--- src/rtl/insn_boot_loader_pkg.sv ---
// Shared constants for the instruction boot loader.
// FSM encoding and default frame/memory parameters.
package insn_boot_loader_pkg;

  localparam logic [7:0] SYNC_BYTE_DEF = 8'hA5;
  localparam int         MEM_WORDS_DEF = 1024;
  localparam int         ADDR_W_DEF    = 10;

  localparam logic [2:0] ST_WAIT_SYNC = 3'd0;
  localparam logic [2:0] ST_LEN_LO    = 3'd1;
  localparam logic [2:0] ST_LEN_HI    = 3'd2;
  localparam logic [2:0] ST_DATA      = 3'd3;
  localparam logic [2:0] ST_CHECK     = 3'd4;
  localparam logic [2:0] ST_DONE      = 3'd5;
  localparam logic [2:0] ST_ERROR     = 3'd6;

endpackage

--- src/rtl/boot_word_assembler.sv ---
// Little-endian byte-to-word assembler for the boot loader.
// Emits a combinational word_done on the 4th byte of each word.
module boot_word_assembler (
  input  logic        clk,
  input  logic        reset,
  input  logic        clear,
  input  logic        byte_valid,
  input  logic [7:0]  byte_data,
  output logic        word_done,
  output logic [31:0] word
);

  logic [1:0]  idx;
  logic [23:0] shreg;

  assign word      = {byte_data, shreg};
  assign word_done = byte_valid && (idx == 2'd3);

  always_ff @(posedge clk or negedge reset) begin
    if (!reset) begin
      idx   <= 2'd0;
      shreg <= 24'd0;
    end else if (clear) begin
      idx   <= 2'd0;
      shreg <= 24'd0;
    end else if (byte_valid) begin
      idx   <= idx + 2'd1;
      shreg <= word[31:8];
    end
  end

endmodule

--- src/rtl/insn_boot_loader.sv ---
// Serial boot loader: parses a framed image into instruction memory
// and releases the core from reset once the checksum verifies.
module insn_boot_loader
  import insn_boot_loader_pkg::*;
#(
  parameter logic [7:0] SYNC_BYTE = SYNC_BYTE_DEF,
  parameter int         MEM_WORDS = MEM_WORDS_DEF,
  parameter int         ADDR_W    = ADDR_W_DEF
) (
  input  logic              clk,
  input  logic              reset,
  input  logic              rx_valid,
  input  logic [7:0]        rx_data,
  output logic              rx_ready,
  output logic              mem_we,
  output logic [ADDR_W-1:0] mem_addr,
  output logic [31:0]       mem_wdata,
  output logic              core_reset_n,
  output logic              done,
  output logic              error
);

  localparam logic [16:0] MAX_LEN = 17'(MEM_WORDS);

  logic [2:0]    state;
  logic [2:0]    state_n;
  logic [7:0]    len_lo;
  logic [15:0]   len;
  logic [15:0]   len_full;
  logic [ADDR_W:0] word_cnt;
  logic [15:0]   cnt_inc;
  logic [7:0]    csum;
  logic          acc;
  logic          is_sync;
  logic          asm_clear;
  logic          asm_valid;
  logic          word_done;
  logic [31:0]   word;

  assign rx_ready  = (state != ST_DONE);
  assign acc       = rx_valid && rx_ready;
  assign is_sync   = (rx_data == SYNC_BYTE);
  assign len_full  = {rx_data, len_lo};
  assign cnt_inc   = 16'(word_cnt) + 16'd1;
  assign asm_valid = acc && (state == ST_DATA);

  boot_word_assembler u_asm (
    .clk        (clk),
    .reset      (reset),
    .clear      (asm_clear),
    .byte_valid (asm_valid),
    .byte_data  (rx_data),
    .word_done  (word_done),
    .word       (word)
  );

  always_comb begin
    state_n   = state;
    asm_clear = 1'b0;
    if (acc) begin
      unique case (state)
        ST_WAIT_SYNC, ST_ERROR: begin
          if (is_sync) begin
            state_n   = ST_LEN_LO;
            asm_clear = 1'b1;
          end
        end
        ST_LEN_LO: state_n = ST_LEN_HI;
        ST_LEN_HI: begin
          if ({1'b0, len_full} > MAX_LEN)
            state_n = ST_ERROR;
          else if (len_full == 16'd0)
            state_n = ST_CHECK;
          else
            state_n = ST_DATA;
        end
        ST_DATA: begin
          if (word_done && (cnt_inc == len))
            state_n = ST_CHECK;
        end
        ST_CHECK: begin
          state_n = (rx_data == csum) ? ST_DONE : ST_ERROR;
        end
        default: state_n = state;
      endcase
    end
  end

  always_ff @(posedge clk or negedge reset) begin
    if (!reset) begin
      state        <= ST_WAIT_SYNC;
      len_lo       <= 8'd0;
      len          <= 16'd0;
      word_cnt     <= '0;
      csum         <= 8'd0;
      mem_we       <= 1'b0;
      mem_addr     <= '0;
      mem_wdata    <= 32'd0;
      core_reset_n <= 1'b0;
      done         <= 1'b0;
      error        <= 1'b0;
    end else begin
      state        <= state_n;
      mem_we       <= word_done;
      done         <= (state_n == ST_DONE);
      core_reset_n <= (state_n == ST_DONE);
      error        <= (state_n == ST_ERROR);
      if (acc && (state == ST_LEN_LO))
        len_lo <= rx_data;
      if (acc && (state == ST_LEN_HI))
        len <= len_full;
      if (asm_clear) begin
        word_cnt <= '0;
        csum     <= 8'd0;
      end else begin
        if (asm_valid)
          csum <= csum ^ rx_data;
        if (word_done)
          word_cnt <= word_cnt + 1'b1;
      end
      if (word_done) begin
        mem_addr  <= word_cnt[ADDR_W-1:0];
        mem_wdata <= word;
      end
    end
  end

endmodule
--- config.mk ---
export PLATFORM = sky130hd
export DESIGN_NAME = insn_boot_loader
export DESIGN_NICKNAME = d
export VERILOG_FILES = /design/src/rtl/insn_boot_loader_pkg.sv /design/src/rtl/boot_word_assembler.sv /design/src/rtl/insn_boot_loader.sv
export SDC_FILE = /design/constraint.sdc
export NUM_CORES = 1
export LEC_CHECK = 0
export CAP_MARGIN = 5
export CORE_MARGIN = 2
export CORE_UTILIZATION = 50
export CTS_CLUSTER_DIAMETER = 60
export DETAILED_ROUTE_END_ITERATION = 6
export PLACE_DENSITY = 0.72
export SYNTH_ARGS = -nofsm -noshare
export SYNTH_HDL_FRONTEND = slang
export SYNTH_SLANG_ARGS = --single-unit
export TNS_END_PERCENT = 1
--- constraint.sdc ---
create_clock -name clk -period 4.6 [get_ports clk]
set_clock_uncertainty 0.15 [all_clocks]
set_input_delay 1.15 -clock clk [delete_from_list [all_inputs] [get_ports clk]]
set_output_delay 1.15 -clock clk [all_outputs]
set_load 0.005 [all_outputs]
==> metrics.yaml <==
status:
  outcome: "finished, final reports clean"
critical_path:
  critical_path_class: "reg2out"
  worstSetupEndpointType: "output pin"
  path_max_fanout: 14
  max_stage_delay_ns: 0.57
  cp.arrival_ns: 1.77
  start_kind: "flop"
  critPathSlowestCell: "dfrtp_1"
  crit_chain: "nand3b_1 > clkdlybuf4s50_1"
  cp_data_required_time_ns: 3.30
  critPathBufInv: 1
  critPathTopFamily: "flip-flops"
floorplan:
  die_area_um2: 11300
  fp.dieW_um: 106
  start_util: 0.510
  rows: 37
  ioPinCount: 58
  chipHeight_um: 106
  coreArea_um2: 10200
sta:
  whs_ns: 0.319
  setup_viol: 0
  worstMarginPinSlew_ns: 1.02
  setup_tns_ns: 0
  hold_viol: 0
  period_needed_ns: 3.07
  rsz0062_at_grt: "no"
  fmax_mhz: 326
  slew_headroom: 0.316
  drv_slew: 0
  post-route-period-util: 0.668
global_routing:
  use_met3: 0.0607
  grt_use_total: 0.213
  grt_max_degree: 118
  top_usage_layer: "met2"
  grt_pass1_vias: 3826
  use_met1: 0.292
  met2_usage: 0.329
  grt_pass1_wl_mm: 18.9
  globalRouteOverflowTotal: 0
  antenna_found_initial: 0
synthesis:
  ys_seq_area_frac: 0.561
  synth-seq-cells: 117
  synth.most_common_cell: "nand2_1"
  synth_top_cell_area_share: 0.561
  synth_common_cells: "nand2_1, dfrtp_1, mux2_2"
  synth-edff-count: 0
  synth.cell_area_um2: 5220
  synthesis.nets: 519
  synth_cell_type_count: 48
  synthTopCellsByArea: "dfrtp_1, nand2_1, mux2_2"
  avgSynthCellArea_um2: 10.3
  synth_top_area_cell: "dfrtp_1"
  netlist_instances: 506
  ys.flop_type: "dfrtp_1"
  yosys_warnings: 0
  synthArstFlopShare: 1.00
route:
  vias_per_cell: 5.30
  first_pass_iters: 4
  route.detailed.drc: 0
  post_drt_wl_per_cell_um: 15.5
  finalWirelength_mm: 11.0
  vias: 3758
  drtIter0Drc: 155
  antenna_left: 0
clock_tree:
  clockBufferDepth: 2
  cts_tree: "done"
  cts_buffers: 17
  cts_setup_buffers: 0
  hold_buffers: 0
  cts_max_level: 4
  cts_resized: 0
  root_buffer: "clkbuf_8"
  clkTransAtPathRegs_ns: 0.06
  clock_latency_ns: 0.51
  cts_sinks: 117
placement:
  dp.cells: 677
  place_hpwl_mm: 7.12
  io_buffers: 57
  gp_congestion: 0.847
power:
  max-vdd-ir-drop_mv: 0.240
  powerDensity_nw_per_um2: 467
  power_leakage_nw: 2.99
finish:
  synthToLayoutAreaGrowth_pct: 23.9
  layout.nets: 573
  drive_above_1_share: 0.161
  num-fill-cells: 795
  finalNonFillerCells: 709
  insertedDiodeCount: 0
hold_path:
  hold_class: "reg2reg"
run:
  maxCapViolCount: 0
-- worst min-delay path, cell delays in order (launching register included) --
cell and delay, ns:
dfrtp_1 0.34, nand2_1 0.05, nand2_1 0.05
-- logic make-up after synthesis --
group,Yosys count,share of synthesized area
AO/OA/AOI/OAI,55,0.0611
multiplexers,40,0.0860
buffers and inverters,34,0.0295
flip-flops,117,0.561
AND/OR/NAND/NOR,217,0.189
XOR/XNOR,41,0.0688
adder cells (fa/ha/maj),2,0.00479
-- layout make-up --
cell class / instances / area, µm² / share of cell area
clock inverters: 14 / 150 / 0.0232
flip-flops and latches: 117 / 2930 / 0.453
clock buffers: 18 / 428 / 0.0662
repair buffers: 62 / 618 / 0.0956
multi-input cells: 355 / 2150 / 0.332
well taps: 136 / 170 / 0.0263
inverters: 7 / 26.3 / 0.00406
-- where the power goes --
| part | internal, mW | switching, mW |
|---|---|---|
| clock | 0.789 | 0.481 |
| combinational | 0.229 | 0.202 |
| sequential | 1.18 | 0.142 |
| total | 2.19 | 0.826 |
-- per-layer routing --
layer | vias up | part of all wire
li1 | 1800 | -
met1 | 1843 | 0.45
met2 | 103 | 0.49
met3 | 12 | 0.049
met4 | 0 | 0.011
met5 | - | 0
-- placed cells by master (no fill, tap or decap), types with 3 or more instances in the layout --
cell type	n
nor3b_1	3
mux2_2	39
inv_6	4
clkinv_2	3
nor2_1	32
inv_1	6
a21oi_1	32
clkinvlp_4	3
clkdlybuf4s50_1	56
nor4_1	8
nand2_1	136
clkbuf_16	16
or2_2	3
buf_4	5
dfrtp_1	117
xor2_1	16
nand4_1	3
o21ai_0	11
xnor2_1	25
nor3_1	3
nand3_1	7
-- final timing paths --
check / start / end / slack, ns / depth (start not counted)
min in group asynchronous: reset / mem_wdata[29]$_DFFE_PN0P_ / 0.54 / 2
hold reg to reg: u_asm.shreg[1]$_DFFE_PN0P_ / mem_wdata[1]$_DFFE_PN0P_ / 0.32 / 2
max in group asynchronous: reset / mem_addr[0]$_DFFE_PN0P_ / 3.28 / 2
setup / recovery: state[1]$_DFF_PN0_ / rx_ready / 1.53 / 2
setup reg to reg: word_cnt[0]$_DFFE_PN0P_ / state[0]$_DFF_PN0_ / 2.28 / 7
hold / removal: u_asm.shreg[1]$_DFFE_PN0P_ / mem_wdata[1]$_DFFE_PN0P_ / 0.32 / 2
-- per-stage QoR --
step / utilization / instance area, µm² / power, mW / setup WS (ns)
after detailed placement: 0.576 / 5890 / 1.76 / 1.10
after CTS: 0.632 / 6470 / 3.04 / 1.50
after floorplan: - / 5220 / 1.62 / 1.95
after global routing: 0.632 / 6470 / 3.16 / 1.43
after global placement: 0.576 / 5890 / 1.74 / 1.14
final: 0.632 / 6470 / 3.02 / 1.53
-- registers in the layout, indices dropped and copies added (netlist names) --
signal,count
len_lo,8
state,3
word_cnt,11
len,16
error,1
u_asm.shreg,24
mem_addr,10
u_asm.idx,2
done,1
mem_wdata,32
csum,8
mem_we,1
Power figures use the tool's default switching activity.
